File: config.mk
export PLATFORM = sky130hd
export DESIGN_NAME = datapath_sequencer_flat
export DESIGN_NICKNAME = d
export VERILOG_FILES = /design/src/rtl/datapath_sequencer_if.sv /design/src/rtl/datapath_sequencer.sv /design/src/flat_wrapper.sv
export SDC_FILE = /design/constraint.sdc
export NUM_CORES = 1
export LEC_CHECK = 0
export BUFFER_PORTS_ARGS = -buffer_cell sky130_fd_sc_hd__buf_2
export CAP_MARGIN = 30
export CORE_UTILIZATION = 51
export CTS_CLUSTER_DIAMETER = 200
export CTS_CLUSTER_SIZE = 30
export DETAILED_ROUTE_END_ITERATION = 10
export PLACE_DENSITY_LB_ADDON = 0.05
export SYNTH_ARGS = -nofsm -noshare
export SYNTH_HDL_FRONTEND = slang
export SYNTH_SLANG_ARGS = --single-unit
File: constraint.sdc
create_clock -name clock -period 2 [get_ports clock]
set_clock_uncertainty 0.1 [all_clocks]
set_input_delay 0.2 -clock clock [delete_from_list [all_inputs] [get_ports clock]]
set_output_delay 0.2 -clock clock [all_outputs]
set_load 0.03 [all_outputs]
File: src/rtl/datapath_sequencer_if.sv
// datapath_sequencer_if: host handshake and datapath control bundle for the sequencer
interface datapath_sequencer_if #(
  parameter int CNT_W = 8
);
  logic             start;
  logic             abort;
  logic             dp_dout;
  logic             busy;
  logic             done;
  logic             result;
  logic [CNT_W-1:0] op_count;
  logic             dp_clear;
  logic [2:0]       dp_w;
  logic [3:0]       dp_ce;
  logic [1:0]       dp_sel;
  logic [2:0]       dp_s;
  modport master (
    output start, abort, dp_dout,
    input  busy, done, result, op_count, dp_clear, dp_w, dp_ce, dp_sel, dp_s
  );
  modport slave (
    input  start, abort, dp_dout,
    output busy, done, result, op_count, dp_clear, dp_w, dp_ce, dp_sel, dp_s
  );
endinterface

File: src/rtl/datapath_sequencer.sv
// datapath_sequencer: fixed micro-sequence FSM driving the 4-DFF serial datapath
module datapath_sequencer #(
  parameter int CLR_CYCLES = 2,
  parameter int CNT_W      = 8
) (
  input logic                 clock,
  input logic                 clear_n,
  datapath_sequencer_if.slave bus
);
  typedef enum logic [3:0] {IDLE, CLR, LD1, LD4A, LD2, LD4B, LD3, HOLD, DONE} state_t;
  state_t           state_q, state_d;
  logic [3:0]       clr_cnt_q;
  logic [CNT_W-1:0] op_count_q;
  logic             result_q;
  logic [14:0]      ctl_q;
  // Output word {busy, done, clear, w[2:0], ce[3:0], sel[1:0], s[2:0]} for a state; unused encodings look like IDLE
  function automatic logic [14:0] decode(state_t s);
    case (s)
      CLR:     decode = 15'b1_0_1_000_0000_00_000;
      LD1:     decode = 15'b1_0_0_000_0001_00_010;
      LD4A:    decode = 15'b1_0_0_000_1000_00_010;
      LD2:     decode = 15'b1_0_0_000_0010_01_001;
      LD4B:    decode = 15'b1_0_0_000_1000_01_001;
      LD3:     decode = 15'b1_0_0_100_0100_01_001;
      HOLD:    decode = 15'b1_0_0_100_0000_01_001;
      DONE:    decode = 15'b1_1_0_000_0000_00_000;
      default: decode = 15'b0;
    endcase
  endfunction
  // Next-state selection; abort overrides everything, including a start in IDLE
  always_comb begin
    state_d = IDLE;
    case (state_q)
      IDLE:    state_d = bus.start ? CLR : IDLE;
      CLR:     state_d = (clr_cnt_q == 4'(CLR_CYCLES - 1)) ? LD1 : CLR;
      LD1:     state_d = LD4A;
      LD4A:    state_d = LD2;
      LD2:     state_d = LD4B;
      LD4B:    state_d = LD3;
      LD3:     state_d = HOLD;
      HOLD:    state_d = DONE;
      default: state_d = IDLE;
    endcase
    if (bus.abort) state_d = IDLE;
  end
  // State, outputs decoded from the next state so they switch with the state, and result/count capture at HOLD exit
  always_ff @(posedge clock or negedge clear_n) begin
    if (!clear_n) begin
      state_q    <= IDLE;
      ctl_q      <= '0;
      clr_cnt_q  <= '0;
      op_count_q <= '0;
      result_q   <= 1'b0;
    end else begin
      state_q   <= state_d;
      ctl_q     <= decode(state_d);
      clr_cnt_q <= (state_q == CLR) ? clr_cnt_q + 4'd1 : 4'd0;
      if (state_q == HOLD && !bus.abort) begin
        result_q   <= bus.dp_dout;
        op_count_q <= op_count_q + CNT_W'(1);
      end
    end
  end
  assign {bus.busy, bus.done, bus.dp_clear, bus.dp_w, bus.dp_ce, bus.dp_sel, bus.dp_s} = ctl_q;
  assign bus.result   = result_q;
  assign bus.op_count = op_count_q;
endmodule
File: src/flat_wrapper.sv
// flat-port wrapper written by rule: the top's interface ports become plain ports
module datapath_sequencer_flat 
#(
  parameter int CLR_CYCLES = 2,
  parameter int CNT_W      = 8
)
  (clock, clear_n, bus_start, bus_abort, bus_dp_dout, bus_busy, bus_done, bus_result, bus_op_count, bus_dp_clear, bus_dp_w, bus_dp_ce, bus_dp_sel, bus_dp_s);
  datapath_sequencer_if #(.CNT_W(CNT_W)) bus_i ();
  input logic clock;
  input logic clear_n;
  input wire logic [$bits(bus_i.start)-1:0] bus_start;
  input wire logic [$bits(bus_i.abort)-1:0] bus_abort;
  input wire logic [$bits(bus_i.dp_dout)-1:0] bus_dp_dout;
  output wire logic [$bits(bus_i.busy)-1:0] bus_busy;
  output wire logic [$bits(bus_i.done)-1:0] bus_done;
  output wire logic [$bits(bus_i.result)-1:0] bus_result;
  output wire logic [$bits(bus_i.op_count)-1:0] bus_op_count;
  output wire logic [$bits(bus_i.dp_clear)-1:0] bus_dp_clear;
  output wire logic [$bits(bus_i.dp_w)-1:0] bus_dp_w;
  output wire logic [$bits(bus_i.dp_ce)-1:0] bus_dp_ce;
  output wire logic [$bits(bus_i.dp_sel)-1:0] bus_dp_sel;
  output wire logic [$bits(bus_i.dp_s)-1:0] bus_dp_s;
  assign bus_i.start = bus_start;
  assign bus_i.abort = bus_abort;
  assign bus_i.dp_dout = bus_dp_dout;
  assign bus_busy = bus_i.busy;
  assign bus_done = bus_i.done;
  assign bus_result = bus_i.result;
  assign bus_op_count = bus_i.op_count;
  assign bus_dp_clear = bus_i.dp_clear;
  assign bus_dp_w = bus_i.dp_w;
  assign bus_dp_ce = bus_i.dp_ce;
  assign bus_dp_sel = bus_i.dp_sel;
  assign bus_dp_s = bus_i.dp_s;
  datapath_sequencer #(.CLR_CYCLES(CLR_CYCLES), .CNT_W(CNT_W)) u_core (.clock(clock), .clear_n(clear_n), .bus(bus_i));
endmodule
==> impl_metrics.tcl, run 1 <==
set metrics [dict create \
    r2r_start "u_core.state_q[3]$_DFF_PN0_" \
    postCtsSetupRepairBufs 0 \
    stdcell_count 153 \
    crit_family "simple AND/OR/NAND/NOR gates" \
    drc 0 \
    layout-drive-gt1-share_pct 26.2 \
    grt_pass1_wl_um 3460 \
    syn_area_mm2 0.00117 \
    status "finished clean" \
    finalPower_uw 941 \
    num_rows 16 \
    crit_path_top_delay_cell "or3b_1" \
    die_h_um 49.8 \
    die_x_um 49.8 \
    slew_violations 0 \
    hold_start "bus_start" \
    crit_path_cell_trace "or3b_1, nor2_4, mux2_2" \
    fp.coreArea_mm2 0.00206 \
    p_leak_uw 0.000697 \
    cts.htree.levels 1 \
    hold_viol 0 \
    via_count 761 \
    fin_crit_ns 1.72 \
    synth_edf_count 0 \
    drtIter0Drc 7 \
    critPathLaunch "u_core.state_q[3]$_DFF_PN0_" \
    tightest_slew_ns 0.582 \
    setup_viol 0 \
    clkTransAtPathRegs_ns 0.14 \
    powerDensity_mw_per_mm2 709 \
    place_congestion 0.751 \
    cp_num_buf_inv 0 \
    cp.arrival_ns 1.84 \
    syn_avg_cell_area_um2 11.5 \
    viasPerCell 4.97 \
    cts_sinks 27 \
    finalCritPeriodShare_pct 85.8 \
    path_max_fanout 10 \
    crit_path_max_incr_delay_ns 0.57 \
    start_util_pct 56.6 \
    yosys_warnings 0 \
    path_class "flip-flop to flip-flop" \
    synth_top_area_share_pct 57.9 \
    required_ns 2.12 \
    cts_resized 0 \
    syn_inst 101 \
    setup_tns_ns 0 \
    routedWlPerCell_um 12.5 \
    ir_drop_uv 487 \
    timing.fmax_mhz 583 \
    synthTopCellsByArea "dfrtp_1 (58%), xor2_1 (5.3%), nor2_1 (3.5%)" \
    grt.overflow.total 0 \
    synth-seq-area-share_pct 57.9 \
    final_util_pct 64.4 \
    wl_um 1910 \
    ant_nets 0 \
    async_flop_share_pct 100 \
    dieArea_mm2 0.00248 \
    grt_pass1_vias 788 \
    end_kind "flip-flop" \
    nets 135 \
    synth_cell_types 31 \
    io_pins 29 \
    synth_seq_cells 27 \
    ys.flop_type "dfrtp_1" \
    clkLatencyLatePin_ns 0.32 \
    slew_headroom_pct 61.2 \
    cts_inserted_buffers 3 \
    yosysTopAreaCell "dfrtp_1" \
    rsz0062_at_grt "no" \
    place_inst 147 \
    areaGrowthSynthToFinish_pct 13.8 \
    diodes 0 \
    min_path_type "input port to flip-flop" \
    cts_tree "done" \
    maxCapViolations 0 \
    dpl.hpwl_um 1400 \
    first_pass_iters 3 \
    clock_path_buffers 2 \
    grt_max_degree 28 \
    startpoint_type "flip-flop" \
    portBuffers 24 \
    grt_antenna_before_repair 0 \
    holdWs_ns 0.0895 \
    cts_root_buf "clkbuf_4" \
    track_usage_pct 18.7 \
]
==> cell families after synthesis <==
group | share of synthesized area [%]
AND/OR/NAND/NOR | 18.3
flip-flops | 57.9
buffers and inverters | 6.54
XOR/XNOR | 8.26
AO/OA/AOI/OAI | 3.43
adder cells (fa/ha/maj) | 3.22
multiplexers | 1.93
other | 0.322
==> where the power goes <==
part	internal [uW]	total [uW]	switching (uW)
Sequential	567	588	21.5
Clock	78.1	230	152
Combinational	40.8	122	81.1
Total	686	941	255
==> tightest hold or removal path: stages <==
cell	delay, ns
buf_2	0.08
nor2_1	0.04
a21oi_1	0.15
==> cell type report <==
class | count | area, um2
fill | 185 | 734
inverter | 3 | 11.3
clock buffer | 4 | 26.3
multi-input combinational | 64 | 425
timing repair buffer | 28 | 155
sequential | 27 | 676
tap | 27 | 33.8
==> through the flow <==
step | setup slack [ns] | cell area (um2)
2_1_floorplan | 0.453 | 1180
3_3_place_gp | 0.322 | 1280
3_5_place_dp | 0.286 | 1280
4_1_cts | 0.265 | 1320
5_1_grt | 0.161 | 1330
6_report | 0.284 | 1330
==> repair_timing <==
| item | in CTS | in global routing |
|---|---|---|
| hold buffers | 1 | 1 |
| endpoints found under the setup margin | 0 | 0 |
| endpoints found under the hold margin | 27 | 1 |
==> path summary, 6_finish.rpt <==
check                      slack (ns)  cells after the start                            endpoint
max                              0.28                      3  u_core.bus.op_count[1]$_DFFE_PN0P_
min                              0.09                      3          u_core.ctl_q[14]$_DFF_PN0_
max reg2reg                      0.28                      3  u_core.bus.op_count[1]$_DFFE_PN0P_
min reg2reg                      0.37                      1  u_core.bus.op_count[7]$_DFFE_PN0P_
max in group asynchronous        1.12                      2  u_core.bus.op_count[4]$_DFFE_PN0P_
min in group asynchronous        0.29                      2       u_core.clr_cnt_q[2]$_DFF_PN0_
==> routing by layer <==
layer  track usage, %  share of wire, %  vias to the layer above  wire [um]
met4             7.14               1.4                        0         26
met3             3.40               4.3                        4         83
met2             32.2                48                       21        928
met1             23.0                46                      362        875
met5                0                 0                        -          0
li1                 -                 -                      374          -
==> state kept, by name, indices dropped and copies added (netlist names) <==
name and cells:
u_core.bus.op_count 8, u_core.bus.result 1, u_core.clr_cnt_q 4, u_core.ctl_q 10, u_core.state_q 4
==> layout by cell type, fill, tap and decap left out <==
cell type      synthesis  routed
or4_1                  1       1
o31ai_1                1       1
ha_1                   3       3
o21ai_0                1       1
nand3_1                3       3
clkbuf_1               3       1
dfrtp_1               27      27
nand4_1                2       2
a21oi_1                4       4
xnor2_1                4       4
buf_2                  1      24
inv_1                  3       3
nand2_1                3       3
mux2_2                 2       2
and2_1                 1       1
nor4_4                 1       1
or3b_1                 1       1
clkbuf_4               0       3
nor3b_1                1       1
xor2_1                 7       7
nor2_4                 1       1
or3_1                  1       1
nor2_1                11      11
a211oi_1               1       1
nor4bb_1               1       1
nor2b_1                1       1
nand2b_1               2       2
dlygate4sd3_1          0       2
or2_0                  1       1
conb_1                 1       4
buf_4                  5       2
nor3_1                 6       6
==> cells in the mapped netlist, types with 2 or more instances <==
cell,number
mux2_2,2
xnor2_1,4
buf_4,5
inv_1,3
nand2b_1,2
ha_1,3
nand3_1,3
dfrtp_1,27
clkbuf_1,3
nor2_1,11
nor3_1,6
xor2_1,7
a21oi_1,4
nand4_1,2
nand2_1,3
Note: power is estimated with default switching activity, not from simulation.
==> run 2, diff against run 1 <==
Settings changed: CORE_MARGIN set to 2.
==> run 2 against run 1 <==
Against the previous run:
- combinational power about the same
- register-to-register slack worse by 0.03 ns
- design area about the same
- power down 0.61%
- core utilization down 3.7 points
- critical path depth unchanged
- fmax down 1.6%
- sequential power about the same
- final cell count up 0.65%
- die area up 8.2%
- clock-buffer cell count unchanged
- critical path type unchanged
- critical endpoint is now u_core.bus.result$_DFFE_PN0P_
- largest cell class unchanged
==> impl_metrics.tcl, run 2 (synthesis gave the netlist of run 1 again) <==
set metrics [dict create \
    hold_viol 0 \
    tightest_slew_ns 0.569 \
    num_rows 17 \
    timing.fmax_mhz 573 \
    final_cell_mix "dfrtp_1 (27), buf_2 (24), nor2_1 (11)" \
    clock_path_buffers 2 \
    diodes 0 \
    switchingPower_uw 249 \
    portBuffers 24 \
    cts_tree "done" \
    switching_share_pct 26.6 \
    final_common_cell "dfrtp_1" \
    path_class "flip-flop to flip-flop" \
    cts_hold_buffers 2 \
    crit_path_max_incr_delay_ns 0.57 \
    p_leak_uw 0.000697 \
    slew_violations 0 \
    routedWlPerCell_um 11.8 \
    slew_headroom_pct 62.1 \
    fill_cells 186 \
    viasPerCell 4.78 \
    setup_viol 0 \
    nets 135 \
    ant_nets 0 \
    dpl-instance-area_mm2 0.00128 \
    end_kind "flip-flop" \
    cts_sinks 27 \
    via_count 736 \
    ir_drop_uv 396 \
    p_int_uw 686 \
    die_h_um 51.8 \
    rsz0062_at_grt "no" \
    cts_resized 0 \
    stdcell_area_mm2 0.00133 \
    clkTransAtPathRegs_ns 0.13 \
    grt_pass1_wl_um 3220 \
    grt_antenna_before_repair 0 \
    cp.arrival_ns 1.86 \
    layout-drive-gt1-share_pct 26.2 \
    drtIter0Drc 7 \
    io_pins 29 \
    first_pass_iters 4 \
    fin_crit_ns 1.74 \
    largest_reg_flops 10 \
    cts.htree.levels 1 \
    start_util_pct 53.2 \
    postCtsSetupRepairBufs 0 \
    place_congestion 0.707 \
    power_frac_comb_pct 13.0 \
    maxCapViolations 0 \
    crit_path_top_delay_cell "or3b_1" \
    crit_path_cell_trace "or3b_1, nor2_4, mux2_2" \
    fp.coreArea_mm2 0.00219 \
    finalPower_uw 935 \
    share_seq_of_total_power_pct 62.8 \
    seq_area_um2 676 \
    drc 0 \
    wl_um 1820 \
    cts_inserted_buffers 3 \
    min_path_type "input port to flip-flop" \
    startpoint_type "flip-flop" \
    top_register "u_core.ctl_q" \
    areaGrowthSynthToFinish_pct 13.9 \
    dieArea_mm2 0.00268 \
    path_max_fanout 10 \
    dpl.hpwl_um 1360 \
    track_usage_pct 16.6 \
    powerDensity_mw_per_mm2 704 \
    status "finished clean" \
    cp_num_buf_inv 0 \
    grt_max_degree 28 \
    die_x_um 51.8 \
    required_ns 2.12 \
    crit_family "simple AND/OR/NAND/NOR gates" \
    holdWs_ns 0.0970 \
    grt.overflow.total 0 \
    cts_root_buf "clkbuf_4" \
    finalCritPeriodShare_pct 87.2 \
    multi_input_area_um2 425 \
    clkLatencyLatePin_ns 0.32 \
    grt_pass1_vias 721 \
    setup_tns_ns 0 \
    clkPwrFrac_pct 24.2 \
]
[run 2: final timing paths]
check	start	end	slack, ns	cells past startpoint
max	u_core.state_q[3]$_DFF_PN0_	u_core.bus.result$_DFFE_PN0P_	0.26	3
min	bus_start	u_core.ctl_q[14]$_DFF_PN0_	0.1	3
max reg2reg	u_core.state_q[3]$_DFF_PN0_	u_core.bus.result$_DFFE_PN0P_	0.26	3
min reg2reg	u_core.bus.op_count[7]$_DFFE_PN0P_	u_core.bus.op_count[7]$_DFFE_PN0P_	0.37	1
max in group asynchronous	clear_n	u_core.ctl_q[13]$_DFF_PN0_	1.13	2
min in group asynchronous	clear_n	u_core.ctl_q[12]$_DFF_PN0_	0.29	2
[run 2: worst register-to-register path, stage by stage (launching register included)]
cell and delay (ns):
dfrtp_1 0.42, or3b_1 0.57, nor2_4 0.21, mux2_2 0.35
[run 2: layout make-up]
class	count	share of cell area, %
sequential	27	50.8
multi-input combinational	64	32.0
timing repair buffer	28	11.7
tap	28	2.64
clock buffer	4	1.98
inverter	3	0.847
[run 2: per-layer routing]
layer	vias up	routed length [um]	global-route usage, %
li1	379	-	-
met4	0	50	10.5
met2	15	816	23.9
met3	5	72	2.87
met1	337	885	23.2
met5	-	0	0
[run 2: power by group through the flow]
stage,Combinational (uW),Sequential [uW],Clock (uW)
after detailed placement,121,599,0
final,121,587,226
after global placement,119,597,0
after CTS,124,588,239
after floorplan,78.8,609,0
after global routing,136,592,257
[run 2: through the flow]
stage | instances | worst slack, ns | util [%]
after floorplan | 104 | 0.453 | -
after global placement | 148 | 0.320 | 58.5
after detailed placement | 148 | 0.284 | 58.5
after CTS | 154 | 0.261 | 60.7
after global routing | 154 | 0.199 | 60.7
final | 154 | 0.256 | 60.7
==> run 3, diff against run 2 <==
Settings changed: BUFFER_PORTS_ARGS -buffer_cell sky130_fd_sc_hd__buf_2 to unset, CORE_UTILIZATION 51 to 60, DONT_BUFFER_PORTS set to 1.
==> run 3 against run 2 <==
Against the previous run:
- core utilization grew 8.6 points
- die area shrank 14%
- non-clock buffer count shrank 22
- critical endpoint is now u_core.bus.op_count[1]$_DFFE_PN0P_
- largest power group unchanged
==> impl_metrics.tcl, run 3 (synthesis gave the netlist of run 1 again) <==
set metrics [dict create \
    status "finished clean" \
    cp-endpoint "u_core.bus.op_count[1]$_DFFE_PN0P_" \
    grt_antenna_before_repair 0 \
    p_leak_uw 0.000592 \
    path_class "flip-flop to flip-flop" \
    drtIter0Drc 4 \
    final_util_pct 69.3 \
    cts_hold_buffers 4 \
    holdWs_ns 0.111 \
    rsz0062_at_grt "no" \
    routed.top_layer "met4" \
    die_h_um 48.1 \
    grt_pass1_wl_um 3020 \
    viasPerCell 5.42 \
    final_cell_mix "dfrtp_1 (27), nor2_1 (11), xor2_1 (7)" \
    drc 0 \
    route.met3.wl_um 84 \
    io_pins 29 \
    cts_resized 0 \
    setup_viol 0 \
    end_kind "flip-flop" \
    layout-drive-gt1-share_pct 9.62 \
    holdPathStages 3 \
    areaGrowthSynthToFinish_pct 5.90 \
    powerDensity_mw_per_mm2 757 \
    dpl.hpwl_um 1340 \
    fin_ws_ns 0.282 \
    r2r_end "u_core.bus.op_count[1]$_DFFE_PN0P_" \
    ir_drop_uv 514 \
    clock_path_buffers 2 \
    postCtsSetupRepairBufs 0 \
    wl_met1_um 849 \
    place_inst 121 \
    hold_viol 0 \
    cts.htree.levels 1 \
    wl_um 1860 \
    critPathLaunch "u_core.state_q[3]$_DFF_PN0_" \
    diodes 0 \
    tightest_slew_ns 0.573 \
    min_path_type "input port to flip-flop" \
    reg2reg_depth 3 \
    first_pass_iters 2 \
    grt_max_degree 28 \
    largest_reg_flops 10 \
    fin_crit_ns 1.72 \
    via_count 699 \
    top_register "u_core.ctl_q" \
    cp.arrival_ns 1.84 \
    cts_root_buf "clkbuf_4" \
    dr_wl_met2_um 914 \
    finalCritPeriodShare_pct 85.9 \
    clkLatencyLatePin_ns 0.31 \
    stdcell_count 129 \
    setup_tns_ns 0 \
    grt.overflow.total 0 \
    post-place-ws_ns 0.296 \
    num_rows 15 \
    dieArea_mm2 0.00231 \
    path_max_fanout 10 \
    grt_pass1_vias 665 \
    cts_sinks 27 \
    cts_inserted_buffers 3 \
    die_x_um 48.1 \
    fp.coreArea_mm2 0.00178 \
    ant_nets 0 \
    startpoint_type "flip-flop" \
    nets 113 \
    maxCapViolations 0 \
    required_ns 2.12 \
    r2r_start "u_core.state_q[3]$_DFF_PN0_" \
    routedWlPerCell_um 14.4 \
    track_usage_pct 19.6 \
    r2r_setup_slack_ns 0.28 \
    slew_violations 0 \
    cts_tree "done" \
    final_common_cell "dfrtp_1" \
    timing.fmax_mhz 582 \
    slew_headroom_pct 61.8 \
    clkTransAtPathRegs_ns 0.14 \
    place_congestion 0.770 \
    portBuffers 0 \
    start_util_pct 65.4 \
]
-- run 3: cell count changes in the layout (fill, tap and decap cells not counted), sizes merged --
cell and change:
dlygate4sd3 +1, buf -23
-- run 3: routing by layer --
| metal | vias up | track usage [%] |
|---|---|---|
| met5 | - | 0 |
| met4 | 0 | 8.11 |
| met3 | 2 | 6.04 |
| met2 | 17 | 29.6 |
| met1 | 344 | 26.3 |
| li1 | 336 | - |
-- run 3: how the worst min path moves through the flow --
stage	end	slack, ns	start
after floorplan	u_core.bus.op_count[0]$_DFFE_PN0P_	-0.20	clear_n
after global placement	u_core.clr_cnt_q[0]$_DFF_PN0_	-0.20	clear_n
after detailed placement	u_core.clr_cnt_q[0]$_DFF_PN0_	-0.20	clear_n
after CTS	u_core.ctl_q[12]$_DFF_PN0_	0.11	bus_abort
after global routing	u_core.ctl_q[12]$_DFF_PN0_	0.14	bus_abort
final	u_core.ctl_q[12]$_DFF_PN0_	0.11	bus_abort
-- run 3: critical path, stage by stage (launching register included) --
cell     delay [ns]
dfrtp_1        0.40
or3b_1         0.58
nor2_4         0.20
mux2_2         0.34
-- run 3: cell type report --
cell class                 count  area, um2
fill                         149        548
multi-input combinational     64        425
timing repair buffer           6       65.1
tap                           25       31.3
clock buffer                   4       26.3
sequential                    27        676
inverter                       3       11.3
-- run 3: per-stage QoR --
stage	instance area (um2)	power [uW]
3_3_place_gp	1160	693
6_report	1230	934
3_5_place_dp	1160	697
2_1_floorplan	1180	687
5_1_grt	1230	980
4_1_cts	1230	942
-- run 3: report_power, final --
group / switching [uW] / leakage (uW) / total (uW) / internal [uW]
logic: 55.2 / 0.000216 / 91.5 / 36.3
registers: 46.2 / 0.000361 / 613 / 567
clock network: 152 / 0.0000150 / 230 / 77.9
